File: src/rtl/rv32i_fetch_pkg.sv
// rv32i_fetch_pkg
//   Shared definitions for the RV32I fetch stage and its pipeline registers:
//   the canonical NOP word, the default reset PC, the fetch FSM state encoding
//   and a word-alignment helper.
package rv32i_fetch_pkg;

   // addi x0, x0, 0
   localparam logic [31:0] NOP_INSTR_DEFAULT = 32'h0000_0013;
   localparam logic [31:0] RESET_PC_DEFAULT  = 32'h0000_0000;

   typedef enum logic [1:0] {
      ST_IDLE = 2'd0,  // one quiet cycle after reset release
      ST_REQ  = 2'd1,  // request presented, waiting for grant
      ST_WAIT = 2'd2,  // request granted, waiting for the response pulse
      ST_HOLD = 2'd3   // skid buffer full, waiting for decode to drain IF/ID
   } fetch_state_t;

   // Instruction addresses are always word aligned; the low two bits are dropped.
   function automatic logic [31:0] word_align(input logic [31:0] addr);
      return {addr[31:2], 2'b00};
   endfunction

endpackage

File: src/rtl/rv32i_if_id_reg.sv
// rv32i_if_id_reg
//   Pipeline register holding one {pc, instr, valid} slot between two stages.
//   Priority: flush > load > stall(hold) > bubble.
//   Ports:
//     clk, rst          clock, asynchronous active-high reset
//     flush             discard the held instruction (becomes NOP, invalid)
//     load              capture load_pc/load_instr as a valid instruction
//     stall             downstream cannot accept; hold the current contents
//     load_pc/instr     incoming instruction
//     pc, instr, valid  register contents
module rv32i_if_id_reg
   import rv32i_fetch_pkg::*;
#(
   parameter logic [31:0] NOP_INSTR = NOP_INSTR_DEFAULT
) (
   input  logic        clk,
   input  logic        rst,
   input  logic        flush,
   input  logic        load,
   input  logic        stall,
   input  logic [31:0] load_pc,
   input  logic [31:0] load_instr,
   output logic [31:0] pc,
   output logic [31:0] instr,
   output logic        valid
);

   always_ff @(posedge clk or posedge rst) begin
      if (rst) begin
         pc    <= 32'h0;
         instr <= NOP_INSTR;
         valid <= 1'b0;
      end else if (flush) begin
         instr <= NOP_INSTR;
         valid <= 1'b0;
      end else if (load) begin
         pc    <= load_pc;
         instr <= load_instr;
         valid <= 1'b1;
      end else if (!stall) begin
         // Nothing new arrived and downstream consumed the old slot: bubble.
         // The PC field is left as-is; it is meaningless while valid is low.
         instr <= NOP_INSTR;
         valid <= 1'b0;
      end
   end

endmodule

File: src/rtl/rv32i_fetch.sv
// rv32i_fetch
//   Fetch stage: owns the architectural PC, issues single-outstanding
//   instruction-memory requests and fills the IF/ID register, with a
//   one-entry skid buffer for responses that arrive while decode stalls.
//   Ports:
//     clk, rst                      clock, asynchronous active-high reset
//     next_pc, redirect             control-flow target and its strobe
//     stall                         decode cannot accept; hold IF/ID
//     imem_req, imem_addr, imem_gnt request handshake
//     imem_rvalid, imem_rdata       single-cycle response
//     pc_out, pc_plus4              PC of the current fetch and PC+4
//     if_pc, if_instr, if_valid     IF/ID register
//
//   Memory handshake: a request is transferred on a cycle where imem_req and
//   imem_gnt are both high; imem_addr is held stable while imem_req waits for
//   imem_gnt. Exactly one imem_rvalid pulse follows each transferred request,
//   and no new request is raised until that pulse has been seen.
module rv32i_fetch
   import rv32i_fetch_pkg::*;
#(
   parameter logic [31:0] RESET_PC  = RESET_PC_DEFAULT,
   parameter logic [31:0] NOP_INSTR = NOP_INSTR_DEFAULT
) (
   input  logic        clk,
   input  logic        rst,
   input  logic [31:0] next_pc,
   input  logic        redirect,
   input  logic        stall,
   output logic        imem_req,
   output logic [31:0] imem_addr,
   input  logic        imem_gnt,
   input  logic        imem_rvalid,
   input  logic [31:0] imem_rdata,
   output logic [31:0] pc_out,
   output logic [31:0] pc_plus4,
   output logic [31:0] if_pc,
   output logic [31:0] if_instr,
   output logic        if_valid
);

   fetch_state_t state;
   logic [31:0]  pc;
   logic [31:0]  addr_q;       // address of the presented request
   logic         kill;         // in-flight response belongs to a dead path
   logic         skid_valid;
   logic [31:0]  skid_pc;
   logic [31:0]  skid_instr;

   logic [31:0]  redirect_pc;
   logic         rsp_live;     // response usable on the current path
   logic         take_rsp;     // response goes straight into IF/ID
   logic         take_skid;    // skid entry drains into IF/ID
   logic         ifid_load;
   logic [31:0]  ifid_load_pc;
   logic [31:0]  ifid_load_instr;

   assign redirect_pc = word_align(next_pc);
   assign rsp_live    = (state == ST_WAIT) && imem_rvalid && !kill && !redirect;
   // Decode only blocks acceptance when IF/ID already holds something.
   assign take_rsp    = rsp_live && (!if_valid || !stall);
   assign take_skid   = (state == ST_HOLD) && skid_valid && !stall && !redirect;

   always_comb begin
      ifid_load       = take_rsp || take_skid;
      ifid_load_pc    = pc;
      ifid_load_instr = imem_rdata;
      if (take_skid) begin
         ifid_load_pc    = skid_pc;
         ifid_load_instr = skid_instr;
      end
   end

   assign imem_req  = (state == ST_REQ);
   assign imem_addr = addr_q;
   assign pc_out    = pc;
   assign pc_plus4  = pc + 32'd4;

   always_ff @(posedge clk or posedge rst) begin
      if (rst) begin
         state      <= ST_IDLE;
         pc         <= RESET_PC;
         addr_q     <= word_align(RESET_PC);
         kill       <= 1'b0;
         skid_valid <= 1'b0;
         skid_pc    <= 32'h0;
         skid_instr <= NOP_INSTR;
      end else if (redirect) begin
         pc         <= redirect_pc;
         skid_valid <= 1'b0;
         case (state)
            ST_IDLE: begin
               state  <= ST_REQ;
               addr_q <= redirect_pc;
            end
            ST_REQ: begin
               // The presented request must complete with its old address;
               // its response is discarded when it arrives.
               kill <= 1'b1;
               if (imem_gnt) state <= ST_WAIT;
            end
            ST_WAIT: begin
               if (imem_rvalid) begin
                  // Response lands this cycle and is simply dropped.
                  kill   <= 1'b0;
                  state  <= ST_REQ;
                  addr_q <= redirect_pc;
               end else begin
                  kill <= 1'b1;
               end
            end
            ST_HOLD: begin
               state  <= ST_REQ;
               addr_q <= redirect_pc;
            end
            default: state <= ST_IDLE;
         endcase
      end else begin
         case (state)
            ST_IDLE: begin
               state  <= ST_REQ;
               addr_q <= word_align(pc);
            end
            ST_REQ: begin
               if (imem_gnt) state <= ST_WAIT;
            end
            ST_WAIT: begin
               if (imem_rvalid) begin
                  if (kill) begin
                     // pc already points at the redirect target.
                     kill   <= 1'b0;
                     state  <= ST_REQ;
                     addr_q <= word_align(pc);
                  end else if (take_rsp) begin
                     pc     <= pc_plus4;
                     state  <= ST_REQ;
                     addr_q <= word_align(pc_plus4);
                  end else begin
                     skid_valid <= 1'b1;
                     skid_pc    <= pc;
                     skid_instr <= imem_rdata;
                     pc         <= pc_plus4;
                     state      <= ST_HOLD;
                  end
               end
            end
            ST_HOLD: begin
               if (!stall) begin
                  skid_valid <= 1'b0;
                  state      <= ST_REQ;
                  addr_q     <= word_align(pc);
               end
            end
            default: state <= ST_IDLE;
         endcase
      end
   end

   rv32i_if_id_reg #(
      .NOP_INSTR (NOP_INSTR)
   ) u_if_id (
      .clk        (clk),
      .rst        (rst),
      .flush      (redirect),
      .load       (ifid_load),
      .stall      (stall),
      .load_pc    (ifid_load_pc),
      .load_instr (ifid_load_instr),
      .pc         (if_pc),
      .instr      (if_instr),
      .valid      (if_valid)
   );

endmodule

File: config.mk
export PLATFORM = sky130hd
export DESIGN_NAME = rv32i_fetch
export DESIGN_NICKNAME = d
export VERILOG_FILES = /design/src/rtl/rv32i_fetch_pkg.sv /design/src/rtl/rv32i_if_id_reg.sv /design/src/rtl/rv32i_fetch.sv
export SDC_FILE = /design/constraint.sdc
export NUM_CORES = 1
export LEC_CHECK = 0
export CORE_ASPECT_RATIO = 1.2
export CORE_UTILIZATION = 44
export CTS_CLUSTER_DIAMETER = 120
export DETAILED_ROUTE_END_ITERATION = 12
export PLACE_DENSITY_LB_ADDON = 0.08
export SLEW_MARGIN = 20
export SYNTH_ARGS = -nofsm -noshare
export SYNTH_HDL_FRONTEND = slang
export SYNTH_SLANG_ARGS = --single-unit
File: constraint.sdc
create_clock -name clk -period 9 [get_ports clk]
set_input_delay 0.9 -clock clk [delete_from_list [all_inputs] [get_ports clk]]
set_output_delay 0.9 -clock clk [all_outputs]
set_load 0.01 [all_outputs]
=== After elaboration in Yosys (flattened, before gate mapping) ===
Index checks and enable logic that the tools add are counted.

* $add $sub $neg: 1
* Bitwise logic cells: 3
* Reductions and logical operators: 27
* Equal/unequal tests: 12
* $mul: 0
* Muxes and demuxes: 39
* Order comparisons: 0
* Div/mod/pow operators: 0
* Shift operators: 0

{| class="wikitable"
|+ Operators with widths
! kind !! number
|-
| $mux W32 || 15
|-
| $pmux W32 S3 || 1
|-
| $pmux W32 S2 || 1
|-
| $add A32 B3 Y32 const B || 1
|-
| $reduce_and A5 Y1 || 3
|-
| $mux W2 || 7
|-
| $ne A3 B3 Y1 const B || 4
|-
| $mux W1 || 11
|-
| $pmux W2 S4 || 1
|-
| $logic_and A1 B1 Y1 || 7
|-
| $ne A3 B2 Y1 const B || 2
|-
| $pmux W2 S3 || 1
|-
| $reduce_and A3 Y1 || 2
|-
| $reduce_bool A2 Y1 || 3
|-
| $eq A2 B2 Y1 const B || 2
|-
| $logic_not A1 Y1 || 4
|-
| $ne A2 B2 Y1 const B || 2
|-
| $ne A4 B4 Y1 const B || 1
|-
| $pmux W1 S2 || 2
|-
| $reduce_and A2 Y1 || 2
|-
| $reduce_bool A4 Y1 || 1
|-
| $not A1 Y1 || 3
|-
| $reduce_bool A3 Y1 || 1
|-
| $eq A2 B1 Y1 const B || 1
|-
| 3 further kinds || 4
|}

* Bits in latches: 0
* Memory bits (read-only): 0
* Memories: 0
* RAM bits: 0
* Register bits after elaboration: 197
* Bits of input ports: 70
* Output and inout bits: 162

=== Longest topological paths before layout ===
Gate-level depths: netlist of the first run.

* Word-level depth: 10
* Mapped depth: 11

=== Modules after synthesis ===
A second synthesis of the first run with hierarchy kept.

* Cell total of the unflattened synthesis: 954
* Area, all modules: 10321.1 sq um

{| class="wikitable"
|+ By module, submodules not included
! module !! area an instance (sq um) !! seq. area each (sq um) !! cells each !! instances
|-
| rv32i_fetch || 7619.8 || 3156.8 || 747 || 1
|-
| rv32i_if_id_reg || 2701.3 || 1630.3 || 207 || 1
|}

=== Worst setup path after synthesis of the first run ===
Ideal clock, no wire load.

* Path type: reg-to-output
* From: register pc[3], in the netlist pc_out[3]
* To: output port pc_plus4[24]
* Slack: 6133 ps
* Data required time: 8100 ps
* Arrival time: 1967 ps
* Cell stages (with the launch flop): 7
* Buffers on the path: 1
* Cells stage by stage: dfrtp_1 ha_1 nand3_4 nor4_2 buf_2 nand3_1 xnor2_1

* Longest elaborated chain between the ends: 1

{| class="wikitable"
|+ Ends and longest elaborated chain
! item !! line !! text
|-
| from (decl) || rv32i_fetch.sv:42 || <nowiki>logic [31:0] pc;</nowiki>
|-
| from (signal assigned) || rv32i_fetch.sv:88 || <nowiki>pc <= redirect_pc;</nowiki>
|-
| from (signal assigned) || rv32i_fetch.sv:134 || <nowiki>pc <= pc_plus4;</nowiki>
|-
| from (signal assigned) || rv32i_fetch.sv:141 || <nowiki>pc <= pc_plus4;</nowiki>
|-
| $add A32 B3 Y32 || rv32i_fetch.sv:76 || <nowiki>assign pc_plus4 = pc + 32'd4;</nowiki>
|-
| to (decl) || rv32i_fetch.sv:35 || <nowiki>output logic [31:0] pc_plus4,</nowiki>
|}

Every way passes these cells.

=== Worst setup path in the final report of the first run ===
* From: register pc[3], in the netlist pc_out[3]
* To: output port pc_plus4[28]

Same word-level chain as after synthesis.

==> results of run 1 <==
synth_stat cells (30+ instances only):
cell type	number
dfrtp_1	183
nand2_1	117
mux2_2	75
nor2_1	68
xnor2_1	45
clkbuf_1	41
and3_1	35
o21ai_0	34
a31oi_1	33
xor2_1	31
a221o_1	30
final cells by class:
cell class | count | area share
Multi-Input combinational cell | 654 | 0.357
Clock inverter | 14 | 0.0116
Clock buffer | 18 | 0.0351
Tap cell | 274 | 0.0274
Inverter | 12 | 0.00420
Timing Repair Buffer | 236 | 0.186
Sequential cell | 189 | 0.379
kinds of logic (layout without fill, tap and decap cells):
group,Yosys count,after routing,share of synthesized area
xor+xnor,76,76,0.0688
flops,189,189,0.489
compound gates,149,149,0.108
other cells,1,8,0.000387
mux,83,83,0.0955
buf+inv,107,280,0.0561
fa+ha+maj,4,4,0.00517
simple gates,334,334,0.177
metrics by stage:
| stage | setup WS, ns | util | total power (uW) |
|---|---|---|---|
| 3_3_place_gp | 5.32 | 0.551 | 2240 |
| 3_5_place_dp | 5.29 | 0.551 | 2250 |
| 5_1_grt | 4.66 | 0.578 | 3150 |
| 4_1_cts | 4.81 | 0.578 | 3020 |
| 2_1_floorplan | 2.97 | - | 1750 |
| 6_report | 4.83 | 0.578 | 2990 |
layer usage:
layer	vias up	routed length, um	global-route usage
met5	-	0	0
met4	0	493	0.0839
met3	33	1290	0.0368
met2	217	13400	0.415
met1	3860	12500	0.335
li1	3649	-	-
worst register-to-register path: cells and delay by family, from the launching register on:
kind            cells  cell delay (ns)
flops               1             0.42
buf+inv             3             0.96
simple gates        3             1.04
fa+ha+maj           1             0.33
compound gates      1             0.34
sequential cells by signal, summed over array words and instances, names as in the netlist:
register	flops
skid_instr	32
state	2
pc_out	30
skid_valid	1
u_if_id.pc	30
u_if_id.instr	32
u_if_id.valid	1
kill	1
skid_pc	30
imem_addr	30
where the power goes:
| group | internal (uW) | leakage [uW] | total (uW) | switching (uW) |
|---|---|---|---|---|
| logic | 524 | 0.00270 | 998 | 474 |
| registers | 1070 | 0.00244 | 1230 | 163 |
| clock network | 378 | 0.000286 | 755 | 377 |
worst max path at each step:
stage                   start             to  cells after the start
floorplan                 rst  imem_addr[10]                      1
global placement    pc_out[3]   pc_plus4[18]                      8
detailed placement  pc_out[3]   pc_plus4[18]                      8
CTS                 pc_out[3]   pc_plus4[18]                      8
global route        pc_out[3]   pc_plus4[18]                      8
finish              pc_out[3]   pc_plus4[28]                      7
cell usage in the layout, fill, tap and decap left out, drive strengths merged, types with 16 or more instances in the layout:
cell type	instances
mux2	75
a21oi	16
nand2	118
buf	16
and3	35
o21ai	35
inv	19
nand3	25
xnor2	45
dfrtp	183
xor2	31
a31oi	33
nand4	25
a221o	30
nor3	24
clkdlybuf4s50	220
nor2	68
clkbuf	18
==> impl_results.md, run 1 <==
* Worst-Skew Late Latency at 0.44 ns
* Drc violations at 0
* Via density at 5.55
* Slowest CP cell: clkdlybuf4s50_1
* Vias in the first global route at 7568
* Hold WS at 0.467 ns
* Fmax at 0.240 GHz
* Cell count after placement at 1365
* Core region area at 21600 sq um
* Number of routed nets with antenna violations at 0
* Cell taking the most area after synthesis: dfrtp_1
* Fin. Hold Viols at 0
* Reg2reg start: state[0]
* Fin cells at 1397
* RSZ-0062 raised after global routing: no
* Die area at 22600 sq um
* CP Capture Type: output port
* Count of input and output buffers at 221
* Post-cts sizing count at 0
* Register area share after synthesis at 0.489
* Fill cell count at 1938
* DP HPWL at 17600 um
* CTS Hold Bufs at 0
* Final setup violation count at 0
* CP Max Fanout at 14
* Worst-path clk slew at 0.07 ns
* Delay-heaviest family, CP: buffers and inverters
* WS Path Type: flip-flop to output port
* Clk sinks at 189
* Die H at 164 um
* Largest net degree at the start of global routing at 119
* Syn_area_per_cell at 10.3 sq um
* WL per Instance at 19.8 um
* WP data required at 8.10 ns
* Leakage at 0.00543 uW
* Total GRT Usage at 0.251
* Min-delay src: skid_instr[4]
* Share of cells above drive strength 1 at 0.138
* WP data arrival at 3.27 ns
* Cells after Synth at 943
* Seq cells post-synth at 189
* Area occupied by registers at 4740 sq um
* Chip Width at 137 um
* Primary FF master, synth: dfrtp_1
* CTS buffer count at 17
* Reg2Reg Setup Slack at 5.81 ns
* IO Pins at 232
* Total wire length at 27600 um
* Post-Syn Area at 9680 sq um
* Setup_tns at 0 ns
* Gp weighted congestion at 0.843
* Register-to-Register Path Depth at 8
* Global-route wire length before repair at 42800 um
* Number of iterations in the first detailed-routing pass at 4
* Peak supply drop at 140 uV
* Max cap viols at 0
* Post-DP Area at 11900 sq um
* Critical path startpoint category: flip-flop
* Initial Util at 0.448
* Worst hold path class: flip-flop to flip-flop
* Post-synth cell types at 62
* Status: finished clean
* H-tree depth at 4
* Endpoint, Worst Hold: u_if_id.instr[4]
* Yosys top cell area share at 0.473
* Num rows at 59
* Number of synthesized flops with an enable pin at 0
* Critical-path cell list: ha_1 -> nand3_4 -> nor4_2 -> buf_4 -> nand3_1 -> xnor2_1 -> clkdlybuf4s50_1
* Max Slew Vio Count at 0
* CTS tree: built
* 1st-iter DRT viols at 355
* Buf/Inv on CP at 2
* Finished layout cell area at 12500 sq um
* Worst Tran Pin Value at 1.05 ns
* Warnings, synthesis at 0
* GR Overflow Total at 0
* # diodes at 0
* Final min period at 4.17 ns
* Max incr delay on CP at 0.60 ns
* Top cells by area, synth: dfrtp_1 (47%), mux2_2 (8.7%), nand2_1 (4.5%), xnor2_1 (4.1%), a221o_1 (3.1%)
* Clock Tree Root: clkbuf_16
* Layout area overhead at 29.1%
* RR Endpoint: u_if_id.instr[29]
* Worst Hold Path Cells at 2
* Clk_skew at 0.0189 ns
* Multi-input logic area at 4460 sq um
* PwrDens at 239 nW/um^2
* Final worst-path cycle share at 0.463
* Clk buf depth at 2
* Nets@finish at 1184
* Via count at 7759
* Slew HR at 0.300
* Initial antenna violation count at 0
* Setup Fix Bufs, Post-CTS at 0
* Asr flop ratio synth at 1.00
Note: power is estimated with default switching activity, not from simulation.
==> inputs of run 2 (changes only) <==
clock period = 3.98 ns   (was 9 ns; I/O delays follow)
==> impl_results.md, run 2 (same netlist as run 1, synthesis figures left out) <==
* Worst-path clk slew at 0.07 ns (about the same)
* GR Overflow Total at 0 (unchanged)
* Nets@finish at 1198 (+1.2%)
* Number of routed nets with antenna violations at 0 (unchanged)
* Clk buf depth at 2 (unchanged)
* Busiest grt layer: met2
* Clk_skew at 0.0162 ns (-0.00266 ns)
* Gp weighted congestion at 0.841 (-0.26%)
* Number of iterations in the first detailed-routing pass at 5 (+1)
* GR Util met1 at 0.337 (+0.00226)
* WP data arrival at 3.31 ns (+0.04 ns)
* WP data required at 3.58 ns (-4.52 ns)
* Status: finished clean
* # diodes at 0 (unchanged)
* Worst setup margin at 0.273 ns (-4.56 ns)
* Hold WS at 0.390 ns (-0.0772 ns)
* PwrDens at 538 nW/um^2 (+130%)
* Total wire length at 27600 um (-0.26%)
* Initial antenna violation count at 0 (unchanged)
* Fmax at 0.270 GHz
* Critical-path cell list: ha_1 -> nand3_4 -> nor4_2 -> nand3_1 -> xnor2_1 -> clkdlybuf4s50_1
* Setup Fix Bufs, Post-CTS at 0 (unchanged)
* 1st-iter DRT viols at 483 (+36%)
* Slew HR at 0.504 (+0.204)
* RSZ-0062 raised after global routing: no
* DP HPWL at 18300 um (+3.8%)
* Comb pwr share at 0.339 (+0.005)
* WL per Instance at 19.5 um (-1.3%)
* Leakage at 0.00550 uW (+1.5%)
* Initial Util at 0.448 (unchanged)
* GRT met3 Usage at 0.0405 (+0.00368)
* Peak supply drop at 300 uV (+110%)
* Share of cells above drive strength 1 at 0.148 (+0.00973)
* Max cap viols at 0 (unchanged)
* Sw Ratio at 0.331 (-0.00901)
* Via density at 5.60 (+0.81%)
* Switch Pwr at 2250 uW (+120%)
* Worst Tran Pin Value at 0.745 ns (-0.302 ns)
* Max incr delay on CP at 0.61 ns (about the same)
* Clock power frac at 0.252 (about the same)
* CP Max Fanout at 8 (-6)
* Vias in the first global route at 7615 (+0.62%)
* CTS Hold Bufs at 0 (unchanged)
* Final worst-path cycle share at 0.931
* Final setup violation count at 0 (unchanged)
* Fin. Hold Viols at 0 (unchanged)
* Via count at 7900 (+1.8%)
* Largest net degree at the start of global routing at 190 (+60%)
* Drc violations at 0 (unchanged)
* Critical path startpoint category: flip-flop
* Chip Width at 137 um (unchanged)
* Clock Tree Root: clkbuf_16
* Num rows at 59 (unchanged)
* Met2 Usage GRT at 0.409 (-0.00617)
* H-tree depth at 4 (unchanged)
* CTS tree: built
* Post-cts sizing count at 0 (unchanged)
* Global-route wire length before repair at 42400 um (-0.86%)
* Seq pwr share at 0.408 (-0.005)
* Worst-Skew Late Latency at 0.44 ns (about the same)
* Buf/Inv on CP at 1 (-1)
* Core region area at 21600 sq um (unchanged)
* Setup_tns at 0 ns (unchanged)
* Worst slack at placement at 0.739 ns (-4.55 ns)
* CTS buffer count at 17 (unchanged)
* Most frequent cells in the layout: clkdlybuf4s50_1 (220), dfrtp_1 (183), nand2_1 (116)
* Max Slew Vio Count at 0 (unchanged)
* Layout area overhead at 30.6%
* Die area at 22600 sq um (unchanged)
* Clk sinks at 189 (unchanged)
* IO Pins at 232 (unchanged)
* CP Capture Type: output port
* Slowest CP cell: nor4_2
* Largest registers: skid_instr x32, u_if_id.instr x32
* Int Pwr at 4550 uW (+130%)
* Total GRT Usage at 0.248 (-0.00242)
* Final min period at 3.71 ns
* Worst hold path class: input pin to flip-flop
* Count of input and output buffers at 221 (unchanged)
* Die H at 164 um (unchanged)
* Commonest non-fill, non-tap cell in the layout: clkdlybuf4s50_1
* WS Path Type: flip-flop to output port
* Delay-heaviest family, CP: simple AND/OR/NAND/NOR gates
run 2: area by class of cell:
type / count / area, sq um
multi-input cells: 654 / 4460
fillers: 1903 / 8990
inverters: 12 / 48.8
well taps: 274 / 343
clock buffers: 20 / 457
clock inverters: 12 / 124
repair buffers: 250 / 2470
flip-flops and latches: 189 / 4740
run 2: through the flow:
stage                util  cell area [sq um]  instances  power [uW]
floorplan               -               9710        950        3970
global placement    0.556              12000       1378        5080
detailed placement  0.556              12000       1378        5120
CTS                 0.583              12600       1410        6860
global route        0.584              12600       1411        7170
finish              0.584              12600       1411        6800
run 2: worst register-to-register path, stage by stage, from the launching register on:
cell and delay [ns]:
dfrtp_1 0.42, inv_1 0.07, ha_1 0.34, nand2b_1 0.43, nor3_1 0.67, nand2_4 0.32
buf_12 0.30, mux2_2 0.34
run 2: final timing paths:
| check | start | to | slack [ns] | cells past startpoint |
|---|---|---|---|---|
| max | pc_out[2] | pc_plus4[28] | 0.27 | 6 |
| min | redirect | skid_valid | 0.39 | 2 |
| max reg2reg | state[0] | skid_pc[31] | 0.98 | 7 |
| min reg2reg | skid_instr[4] | u_if_id.instr[4] | 0.46 | 2 |
| max in group asynchronous | rst | imem_addr[10] | 2.56 | 4 |
| min in group asynchronous | rst | u_if_id.instr[27] | 0.41 | 3 |
run 2: metal layers:
layer	vias up	part of all wire
met5	-	0
met4	0	0.017
met3	31	0.050
met2	237	0.48
met1	3957	0.45
li1	3675	-
run 2: power by group through the flow:
| stage | Combinational (uW) | Sequential, uW | Clock [uW] |
|---|---|---|---|
| 6_report | 2310 | 2780 | 1720 |
| 5_1_grt | 2510 | 2840 | 1820 |
| 4_1_cts | 2320 | 2770 | 1760 |
| 3_5_place_dp | 2320 | 2800 | 0 |
| 3_3_place_gp | 2280 | 2800 | 0 |
| 2_1_floorplan | 1140 | 2820 | 0 |
==> inputs of run 3 (changes only) <==
PLACE_DENSITY = 0.72   (was unset)
PLACE_DENSITY_LB_ADDON = unset   (was 0.08)
SKIP_CTS_REPAIR_TIMING = 1   (was unset)
==> impl_results.md, run 3 (same netlist as run 1, synthesis figures left out) <==
* Setup_tns at 0 ns (unchanged)
* Num rows at 59 (unchanged)
* Chip Width at 137 um (unchanged)
* Number of iterations in the first detailed-routing pass at 5 (unchanged)
* Worst hold path class: flip-flop to flip-flop
* Hold WS at 0.463 ns (+0.0733 ns)
* Fmax at 0.266 GHz (-1.4%)
* Reg2reg start: pc_out[3]
* Initial Util at 0.448 (unchanged)
* Number of routed nets with antenna violations at 0 (unchanged)
* Clock Tree Root: clkbuf_16
* Clk buf depth at 2 (unchanged)
* Via count at 8011 (+1.4%)
* WP data arrival at 3.36 ns (+0.05 ns)
* Max cap viols at 0 (unchanged)
* Worst setup margin at 0.220 ns (-0.0537 ns)
* Peak supply drop at 333 uV (+11%)
* Fin. Hold Viols at 0 (unchanged)
* Worst Tran Pin Value at 0.856 ns (+0.111 ns)
* Drc violations at 0 (unchanged)
* Register-to-Register Path Depth at 7 (unchanged)
* Via density at 5.69 (+1.7%)
* RR Endpoint: pc_out[24]
* IO Pins at 232 (unchanged)
* Total wire length at 27700 um (+0.55%)
* Status: finished clean
* Most frequent cells in the layout: clkdlybuf4s50_1 (220), dfrtp_1 (183), nand2_1 (116)
* Global-route wire length before repair at 43400 um (+2.3%)
* 1st-iter DRT viols at 522 (+8.1%)
* CP Capture Type: output port
* Vias in the first global route at 7935 (+4.2%)
* RSZ-0062 raised after global routing: no
* Worst setup startpoint: pc_out[3]
* Comb pwr share at 0.338 (about the same)
* Die area at 22600 sq um (unchanged)
* Slowest CP cell: nor4_2
* Reg2Reg Setup Slack at 1.27 ns (+0.29 ns)
* # diodes at 0 (unchanged)
* Worst slack at placement at 0.724 ns (-0.0153 ns)
* Leakage at 0.00549 uW (-0.20%)
* H-tree depth at 4 (unchanged)
* Final min period at 3.76 ns (+0.0537 ns)
* WL per Instance at 19.7 um (+0.84%)
* Commonest non-fill, non-tap cell in the layout: clkdlybuf4s50_1
* Critical-path cell list: ha_1 -> nand3_4 -> nor4_2 -> nand3_1 -> nor2_1 -> xnor2_1 -> clkdlybuf4s50_1
* Die H at 164 um (unchanged)
* Clock power frac at 0.254 (+0.002)
* Final worst-path cycle share at 0.945 (+0.0135)
* Clk_skew at 0.0138 ns (-0.00238 ns)
* Gp weighted congestion at 0.867 (+3.1%)
* Worst-path clk slew at 0.07 ns (about the same)
* Slew HR at 0.428 (-0.0752)
* Int Pwr at 4570 uW (+0.31%)
* CP Capture Point: pc_plus4[30]
* Core region area at 21600 sq um (unchanged)
* Largest registers: skid_instr x32, u_if_id.instr x32
* CP Max Fanout at 9 (+1)
* CTS buffer count at 17 (unchanged)
* Total GRT Usage at 0.251 (+0.00267)
* Worst-Skew Late Latency at 0.43 ns (about the same)
* WS Path Type: flip-flop to output port
* Layout area overhead at 30.5%
* Sw Ratio at 0.331 (+0.000659)
* Critical path startpoint category: flip-flop
* Clk sinks at 189 (unchanged)
* Switch Pwr at 2260 uW (+0.61%)
* WP data required at 3.58 ns (about the same)
* Share of cells above drive strength 1 at 0.145 (-0.00301)
* CTS tree: built
* Largest net degree at the start of global routing at 65 (-66%)
* Nets@finish at 1195 (-0.25%)
* Final setup violation count at 0 (unchanged)
* Seq pwr share at 0.408 (about the same)
* DP HPWL at 18700 um (+2.0%)
* Max Slew Vio Count at 0 (unchanged)
* Initial antenna violation count at 0 (unchanged)
* PwrDens at 541 nW/um^2 (+0.52%)
* GR Overflow Total at 0 (unchanged)
* Count of input and output buffers at 221 (unchanged)
* Max incr delay on CP at 0.60 ns (about the same)
## run 3: cell count changes in the layout (fill, tap and decap cells not counted), sizes merged
cell      previous run  this run
clkbuf              20        18
bufinv               1         2
buf                 30        27
clkinvlp             2         1
clkinv               2         4
inv                 19        18
## run 3: per-stage QoR
stage | std cells | total power [uW] | utilization | area (sq um)
2_1_floorplan | 950 | 3970 | - | 9710
3_3_place_gp | 1376 | 5050 | 0.557 | 12000
3_5_place_dp | 1376 | 5130 | 0.557 | 12000
4_1_cts | 1407 | 6870 | 0.584 | 12600
5_1_grt | 1407 | 7200 | 0.584 | 12600
6_report | 1407 | 6830 | 0.584 | 12600
## run 3: layout make-up
cell class                 count  area [sq um]
clock buffer                  18           429
sequential                   189          4740
timing repair buffer         247          2450
tap                          274           343
fill                        1867          9000
clock inverter                13           155
multi-input combinational    654          4460
inverter                      12          48.8
## run 3: worst min-delay path by stage
stage / from / end / slack (ns) / cells after the start
final: skid_instr[4] / u_if_id.instr[4] / 0.46 / 2
after global routing: skid_instr[4] / u_if_id.instr[4] / 0.49 / 2
after CTS: redirect / imem_addr[12] / 0.46 / 3
after detailed placement: skid_instr[4] / u_if_id.instr[4] / 0.46 / 2
after global placement: skid_instr[4] / u_if_id.instr[4] / 0.45 / 2
after floorplan: skid_instr[0] / u_if_id.instr[0] / 0.45 / 2
## run 3: metal layers
metal | vias up | part of all wire | track usage
met5 | - | 0 | 0
met4 | 0 | 0.031 | 0.114
met3 | 53 | 0.067 | 0.0427
met2 | 335 | 0.49 | 0.405
met1 | 3959 | 0.41 | 0.328
li1 | 3664 | - | -
## run 3: worst max-delay path, delay by kind of cell, from the launching register on
kind	cells	cell delay, ns
flip-flops	1	0.57
XOR/XNOR	1	0.17
buffers and inverters	1	0.58
AND/OR/NAND/NOR	4	1.22
adder cells (fa/ha/maj)	1	0.38
## run 3: power groups by stage
stage | registers [uW] | clock network, uW | logic, uW
after floorplan | 2820 | 0 | 1140
after global placement | 2800 | 0 | 2260
after detailed placement | 2810 | 0 | 2310
after CTS | 2790 | 1760 | 2320
after global routing | 2860 | 1840 | 2510
final | 2790 | 1730 | 2310
